`config.mk`:
```
export PLATFORM = sky130hd
export DESIGN_NAME = daw_transport_sequencer
export DESIGN_NICKNAME = d
export VERILOG_FILES = /design/src/rtl/daw_transport_sequencer.sv
export SDC_FILE = /design/constraint.sdc
export NUM_CORES = 1
export LEC_CHECK = 0
export BUFFER_PORTS_ARGS = -buffer_cell sky130_fd_sc_hd__clkbuf_2
export CAP_MARGIN = 40
export CORE_MARGIN = 4
export CORE_UTILIZATION = 30
export CTS_CLUSTER_DIAMETER = 30
export DETAILED_ROUTE_END_ITERATION = 12
export SKIP_CTS_REPAIR_TIMING = 1
export SYNTH_ARGS = -nofsm -noshare
export SYNTH_HDL_FRONTEND = slang
export SYNTH_SLANG_ARGS = --single-unit
```
`constraint.sdc`:
```
create_clock -name clk -period 3.22 [get_ports clk]
set_clock_uncertainty 0.2 [all_clocks]
set_input_delay 0.644 -clock clk [delete_from_list [all_inputs] [get_ports clk]]
set_output_delay 0.644 -clock clk [all_outputs]
set_load 0.01 [all_outputs]
```
`src/rtl/daw_transport_sequencer.sv`:
```
// daw_transport_sequencer
// Transport (stop/play/pause) and step sequencer for the DAW main screen.
// Owns the tempo counter, the wrapping playhead and the tracks x steps
// pattern memory, and emits one-cycle step ticks and note columns.
// Optional feature macro: DAW_LOOP_LEN_EN adds a loop_end input that sets
// the last step before the playhead wraps back to 0.

module daw_transport_sequencer #(
    parameter int TRACKS     = 4,
    parameter int STEPS      = 16,
    parameter int TRK_W      = 2,
    parameter int STEP_W     = 4,
    parameter int PER_W      = 24,
    parameter int MIN_PERIOD = 16
) (
    input  logic              clk,
    input  logic              rst_n,
    input  logic              play_req,
    input  logic              pause_req,
    input  logic              stop_req,
    input  logic [PER_W-1:0]  tempo_period,
    input  logic              edit_we,
    input  logic [TRK_W-1:0]  edit_track,
    input  logic [STEP_W-1:0] edit_step,
    input  logic              clear_all,
    input  logic [TRK_W-1:0]  rd_track,
    input  logic [STEP_W-1:0] rd_step,
`ifdef DAW_LOOP_LEN_EN
    input  logic [STEP_W-1:0] loop_end,
`endif
    output logic              rd_cell,
    output logic [STEP_W-1:0] playhead,
    output logic              playing,
    output logic              paused,
    output logic              step_tick,
    output logic [TRACKS-1:0] note_on
);

    typedef enum logic [1:0] {
        ST_STOP  = 2'd0,
        ST_PLAY  = 2'd1,
        ST_PAUSE = 2'd2
    } state_t;

    state_t            state;
    logic [PER_W-1:0]  counter;
    logic [STEPS-1:0]  pattern [TRACKS];

    logic [PER_W-1:0]  eff_period;
    logic [PER_W-1:0]  eff_last;
    logic              period_done;
    logic [STEP_W-1:0] next_step;
    logic [TRACKS-1:0] next_col;
    logic [TRACKS-1:0] first_col;

    // Tempo is clamped to the minimum period; a >= compare means a period
    // that shrinks below the running count ticks on the very next clock.
    assign eff_period  = (tempo_period < PER_W'(MIN_PERIOD)) ? PER_W'(MIN_PERIOD) : tempo_period;
    assign eff_last    = eff_period - PER_W'(1);
    assign period_done = (counter >= eff_last);

    // Next playhead position, wrapping at the loop end or at the last step.
`ifdef DAW_LOOP_LEN_EN
    assign next_step = (playhead >= loop_end) ? '0 : playhead + STEP_W'(1);
`else
    assign next_step = playhead + STEP_W'(1);
`endif

    // Note columns are read from the current (pre-edit) pattern contents.
    always_comb begin
        next_col  = '0;
        first_col = '0;
        for (int t = 0; t < TRACKS; t++) begin
            next_col[t]  = pattern[t][next_step];
            first_col[t] = pattern[t][0];
        end
    end

    // Transport state machine with registered status, tick and note outputs;
    // request priority is stop over pause over play in every state.
    always_ff @(posedge clk or negedge rst_n) begin
        if (!rst_n) begin
            state     <= ST_STOP;
            counter   <= '0;
            playhead  <= '0;
            playing   <= 1'b0;
            paused    <= 1'b0;
            step_tick <= 1'b0;
            note_on   <= '0;
        end else begin
            step_tick <= 1'b0;
            note_on   <= '0;
            case (state)
                ST_STOP: begin
                    if (!stop_req && !pause_req && play_req) begin
                        state     <= ST_PLAY;
                        playing   <= 1'b1;
                        paused    <= 1'b0;
                        counter   <= '0;
                        playhead  <= '0;
                        step_tick <= 1'b1;
                        note_on   <= first_col;
                    end
                end
                ST_PLAY: begin
                    if (stop_req) begin
                        state    <= ST_STOP;
                        playing  <= 1'b0;
                        paused   <= 1'b0;
                        counter  <= '0;
                        playhead <= '0;
                    end else if (pause_req) begin
                        state   <= ST_PAUSE;
                        playing <= 1'b0;
                        paused  <= 1'b1;
                    end else if (period_done) begin
                        counter   <= '0;
                        playhead  <= next_step;
                        step_tick <= 1'b1;
                        note_on   <= next_col;
                    end else begin
                        counter <= counter + PER_W'(1);
                    end
                end
                ST_PAUSE: begin
                    if (stop_req) begin
                        state    <= ST_STOP;
                        playing  <= 1'b0;
                        paused   <= 1'b0;
                        counter  <= '0;
                        playhead <= '0;
                    end else if (!pause_req && play_req) begin
                        state   <= ST_PLAY;
                        playing <= 1'b1;
                        paused  <= 1'b0;
                    end
                end
                default: begin
                    state    <= ST_STOP;
                    playing  <= 1'b0;
                    paused   <= 1'b0;
                    counter  <= '0;
                    playhead <= '0;
                end
            endcase
        end
    end

    // Pattern memory: clear_all wins over a single-cell toggle.
    always_ff @(posedge clk or negedge rst_n) begin
        if (!rst_n) begin
            for (int t = 0; t < TRACKS; t++) begin
                pattern[t] <= '0;
            end
        end else if (clear_all) begin
            for (int t = 0; t < TRACKS; t++) begin
                pattern[t] <= '0;
            end
        end else if (edit_we) begin
            pattern[edit_track][edit_step] <= ~pattern[edit_track][edit_step];
        end
    end

    // Renderer read port, registered, returning the value before any same-cycle edit.
    always_ff @(posedge clk or negedge rst_n) begin
        if (!rst_n) begin
            rd_cell <= 1'b0;
        end else begin
            rd_cell <= pattern[rd_track][rd_step];
        end
    end

endmodule

```
Yosys cells after proc, flatten, opt, wreduce, memory -nomap -nowiden
Index checks and enable logic that the tools add are counted.
Widths: inputs -> output; s select.
{"block": "totals", "register_bits": 102, "latch_bits": 0, "mem_bits_rw": 0, "rom_bits": 0, "input_bits": 43, "out_inout_bits": 12, "word_cells": 113, "n_memories": 0}
{"block": "classes", "addsub": 3, "multipliers": 0, "div": 0, "order_cmp": 9, "eq_ne": 8, "shift": 0, "n_mux": 66, "n_bitwise": 3, "reduce_logical": 12}
{"cell": "$mux 24", "count": 6}
{"cell": "$mux 64", "count": 2}
{"cell": "$mux 16", "count": 5}
{"cell": "$pmux 24 s3", "count": 1}
{"cell": "$bmux 16 s2", "count": 2}
{"cell": "$bwmux 64", "count": 1}
{"cell": "$mux 4", "count": 9}
{"cell": "$demux 16 s2", "count": 1}
{"cell": "$add 24x1->24 const B", "count": 1}
{"cell": "$bmux 1 s4", "count": 6}
{"cell": "$ge 24x24->1", "count": 1}
{"cell": "$lt 24x5->1 const B", "count": 1}
{"cell": "$sub 24x1->24 const B", "count": 1}
{"cell": "$mux 1", "count": 21}
{"cell": "$lt 4x5->1 const B", "count": 3}
{"cell": "$ne 3x3->1 const B", "count": 4}
{"cell": "$pmux 4 s3", "count": 1}
{"cell": "$mux 2", "count": 5}
{"cell": "$pmux 4 s2", "count": 1}
{"cell": "$ge 3x3->1 const B", "count": 2}
{"cell": "$not 2->3", "count": 2}
{"cell": "$pmux 1 s3", "count": 2}
{"cell": "$pmux 2 s3", "count": 1}
{"cell": "$reduce_and 3->1", "count": 2}
{"cell": "other kinds (14)", "count": 20}

Logic depth before layout (Yosys ltp)
{"block": "depth", "word_depth": 10, "depth_mapped": 21, "mapped_depth_nobuf": 17}

Least setup slack after synthesis
OpenSTA, ideal clock, no wires.
{"block": "synth_path", "kind": "input port to flip-flop", "from": "input tempo_period[8]", "to": "register counter[13]", "setup_time_ns": 0.133, "arrival_time_ns": 5.530, "t_required_ns": 2.887, "setup_slack_ns": -2.642, "path_stages": 21, "path_buffers": 4, "path_cell_list": "or4_4 -> or4_4 -> buf_6 -> or4_4 -> buf_6 -> nand2_1 -> ha_1 -> nand3b_1 -> a211oi_1 -> nand2_1 -> nor3_1 -> xnor2_1 -> ha_1 -> nand4_1 -> nor4_1 -> nand4_1 -> o2111ai_1 -> or2_2 -> clkbuf_1 -> buf_2 -> a21oi_1"}
{"block": "synth_via", "elab_chain_cells": 8}
{"item": "from (decl)", "line_no": "21", "rtl": "input logic [PER_W-1:0] tempo_period,"}
{"item": "$lt 24x5->1", "line_no": "58", "rtl": "assign eff_period = (tempo_period < PER_W'(MIN_PERIOD)) ? PER_W'(MIN_PERIOD) : tempo_period;"}
{"item": "$mux 24 (*)", "line_no": "58"}
{"item": "$sub 24x1->24 (*)", "line_no": "59", "rtl": "assign eff_last = eff_period - PER_W'(1);"}
{"item": "$ge 24x24->1 (*)", "line_no": "60", "rtl": "assign period_done = (counter >= eff_last);"}
{"item": "$mux 24 (*)", "line_no": "116", "rtl": "end else if (period_done) begin"}
{"item": "$mux 24 (*)", "line_no": "112", "rtl": "end else if (pause_req) begin"}
{"item": "$mux 24 (*)", "line_no": "106", "rtl": "if (stop_req) begin"}
{"item": "$pmux 24 s3 (*)", "line_no": "93", "rtl": "case (state)"}
{"item": "to (signal assigned)", "line_no": "122", "rtl": "counter <= counter + PER_W'(1);"}
{"item": "to (decl)", "line_no": "46", "rtl": "logic [PER_W-1:0] counter;"}
Every way passes the cells marked *; elsewhere a longest branch is shown, timed or not. The select of a mux whose other input is x is not followed.
A chain may end at the register's enable or synchronous reset.

Worst setup path after layout
{"block": "layout_path", "from": "input tempo_period[16]", "to": "register counter[9]"}
Same word-level chain as after synthesis.

==> flow_summary.json <==
{
  "setup_ws_ns": -1.81,
  "yosys_register_bits": 101,
  "worstSetupPathType": "input pin to register",
  "cpLargestDelayFamily": "simple AND/OR/NAND/NOR gates",
  "tns_ns": -57.68,
  "drt-wirelength-per-cell_um": 17.9,
  "cp_slowest_stage_delay_ns": 0.59,
  "cts_tree": "done",
  "grt_pass1_vias": 6079,
  "crit_chain": "buf_6 > or4_4 > or3_4 > or4_4 > nand2_4 > ha_4 > nand3b_1 > a211oi_2 > nand2_2 > nor3_2 > xnor2_1 > ha_1 > nand4_1 > nor4_2 > nand4_1 > o2111ai_4 > buf_6 > nor3_1 > a221o_1",
  "r2r_setup_slack_ns": 0.42,
  "dp_hpwl_mm": 14.6,
  "syn_area_um2": 7090,
  "num_antenna_cells": 0,
  "r2r-end": "playhead[0]$_DFFE_PN0P_",
  "syn_area_per_cell_um2": 10.1,
  "drtAntennaViolNets": 0,
  "clk_latency_ns": 0.36,
  "crit_path_end_kind": "register",
  "clock_sinks": 101,
  "rsz0062_at_grt": "true",
  "place_inst": 1088,
  "synth.distinct_cells": 54,
  "die_h_um": 162,
  "max_cap_violations": 0,
  "root_buffer": "clkbuf_16",
  "crit_buf_inv": 2,
  "fin_nets": 863,
  "numPortBuffers": 54,
  "placed_area_um2": 8200,
  "yosys_warnings": 0,
  "fin_crit_sh": 1.56,
  "power.density_nw_per_um2": 320,
  "wirelength_mm": 19.9,
  "async_flop_share": 1.00,
  "report.final.hold_viol_count": 0,
  "synth_edf_count": 0,
  "met3_length_mm": 1.25,
  "max_clock_freq_mhz": 199,
  "dieArea_um2": 26200,
  "setup_viol": 33,
  "highest_layer": "met4",
  "avgViaCountPerCell": 5.50,
  "hold_ws_ns": 0.0569,
  "vdd_drop_max_mv": 0.197,
  "grt_antenna_before_repair": 0,
  "slew_viol_final": 0,
  "clock_path_buffers": 2,
  "design_area_um2": 8610,
  "register_area_um2": 2530,
  "final-instance-count-excl-fill": 1111,
  "gp_congestion": 0.879,
  "multiInputGateArea_um2": 4560,
  "rows": 55,
  "coreArea_um2": 22900,
  "critPathMaxFanout": 8,
  "crit_required_ns": 3.26,
  "period_needed_ns": 5.03,
  "area_growth_pct": 21.4,
  "cp-endpoint": "counter[9]$_DFFE_PN0P_",
  "pin_count": 55,
  "die_w_um": 162,
  "clkTransAtPathRegs_ns": 0.07,
  "grt.total_usage": 0.154,
  "r2r-start": "counter[3]$_DFFE_PN0P_",
  "synthFlopType": "dfrtp_1",
  "via_count": 6115,
  "cp-startpoint": "tempo_period[16]",
  "outcome": "finished, violations left",
  "yosysSeqAreaShare": 0.357,
  "dr.pass1.iters": 7,
  "crit_slowest_cell": "or4_4",
  "violations": "setup timing",
  "grt_pass1_wl_mm": 32.7,
  "syn_inst": 700,
  "numCtsBuffers": 9,
  "crit_arrival_ns": 5.07,
  "fill_cells": 2264,
  "grt_max_degree": 44,
  "start_util": 0.309,
  "grt_remaining_overflow": 0,
  "relSlewSlack": 0.425,
  "hp-class": "input pin to async pin",
  "met2_length_mm": 9.28,
  "tightest_slew_ns": 0.862,
  "rr_worst_depth": 8,
  "crit_cells": 19,
  "routedLengthMet1_mm": 8.96,
  "leakage_nw": 3.49,
  "p_total_mw": 2.75,
  "remaining_drc_errors": 0,
  "synth_nets": 770,
  "first_iter_violations": 467,
  "drive_gt1_frac": 0.310,
  "htree_levels": 3,
  "critPathLaunchType": "input pin"
}
-- power by group --
part           internal (mW)  switching (mW)  total [mW]
combinational          0.165           0.242       0.407
clock                  0.550           0.503        1.05
sequential              1.28          0.0134        1.29
total                   1.99           0.759        2.75
-- worst min-delay path by stage --
stage / startpoint / endpoint / slack [ns]
detailed placement: pattern[17]$_DFFE_PN0P_ / pattern[17]$_DFFE_PN0P_ / 0.35
global route: rst_n / pattern[30]$_DFFE_PN0P_ / 0.09
CTS: rst_n / pattern[15]$_DFFE_PN0P_ / 0.08
global placement: pattern[17]$_DFFE_PN0P_ / pattern[17]$_DFFE_PN0P_ / 0.33
finish: rst_n / pattern[14]$_DFFE_PN0P_ / 0.06
floorplan: rst_n / counter[0]$_DFFE_PN0P_ / 0.15
-- routing by layer --
metal,GRT usage,up-vias
met5,0,-
met4,0.0531,0
met3,0.0292,29
met2,0.243,217
met1,0.214,3017
li1,-,2852
-- cells in the mapped netlist, types with 4 or more instances --
master    instances  share of area
a211oi_1         37          0.039
nor4_1           11         0.0097
a21o_1            4         0.0042
dfrtp_1         101           0.36
xor2_1           22          0.027
o21ai_0          44          0.031
a21oi_1          23          0.016
and2_1            4         0.0035
o31ai_1           9         0.0095
ha_1             27          0.048
nand2_1          57          0.030
nor2b_1           7         0.0062
a32o_1            4         0.0056
or3_1             6         0.0053
or2_2             5         0.0044
clkbuf_1         35          0.019
mux2i_1          12          0.017
nor3_1           14         0.0099
nand4_1           6         0.0053
nand3_1          30          0.021
mux2_2            8          0.013
o211ai_1         25          0.026
and3_1            8         0.0071
xnor2_1          15          0.019
buf_2             4         0.0028
mux4_2           53           0.17
nor2_1           82          0.043
inv_1             6         0.0032
-- layout make-up --
cell class / instances / area share
Sequential cell: 101 / 0.294
Tap cell: 313 / 0.0455
Inverter: 6 / 0.00262
Timing Repair Buffer: 124 / 0.0958
Clock inverter: 4 / 0.00363
Clock buffer: 12 / 0.0286
Multi-Input combinational cell: 551 / 0.530
-- logic make-up after synthesis --
| group | after synthesis | synth area share |
|---|---|---|
| multiplexers | 73 | 0.198 |
| adder cells (fa/ha/maj) | 27 | 0.0477 |
| AO/OA/AOI/OAI | 160 | 0.150 |
| XOR/XNOR | 37 | 0.0457 |
| AND/OR/NAND/NOR | 252 | 0.173 |
| buffers and inverters | 50 | 0.0293 |
| flip-flops | 101 | 0.357 |
-- through the flow --
stage | worst slack [ns] | utilization
after floorplan | -2.12 | -
after global placement | -2.16 | 0.358
after detailed placement | -2.27 | 0.358
after CTS | -1.91 | 0.370
after global routing | -1.99 | 0.376
final | -1.81 | 0.376
-- state kept, by name, indices dropped and copies added (netlist names) --
register   flops
first_col      4
playing        1
pattern       60
paused         1
rd_cell        1
playhead       4
step_tick      1
counter       24
state          1
note_on        4
-- cell usage in the layout, fill, tap and decap left out, drive strengths merged, types with 6 or more instances in the layout --
master / netlist / routed
a21oi: 23 / 23
nand3: 31 / 31
xnor2: 15 / 15
o31ai: 9 / 9
mux4: 53 / 53
inv: 6 / 7
o211ai: 25 / 25
nor2: 82 / 82
nor3: 14 / 14
ha: 27 / 27
nor4: 11 / 11
or2: 5 / 7
dfrtp: 101 / 101
clkbuf: 35 / 64
mux2: 8 / 8
a211oi: 37 / 37
xor2: 22 / 22
nand2: 57 / 57
or3: 6 / 6
buf: 9 / 72
mux2i: 12 / 12
nand4: 6 / 6
nor2b: 7 / 7
and3: 8 / 8
o21ai: 45 / 45
(Power assumes the default switching activity.)
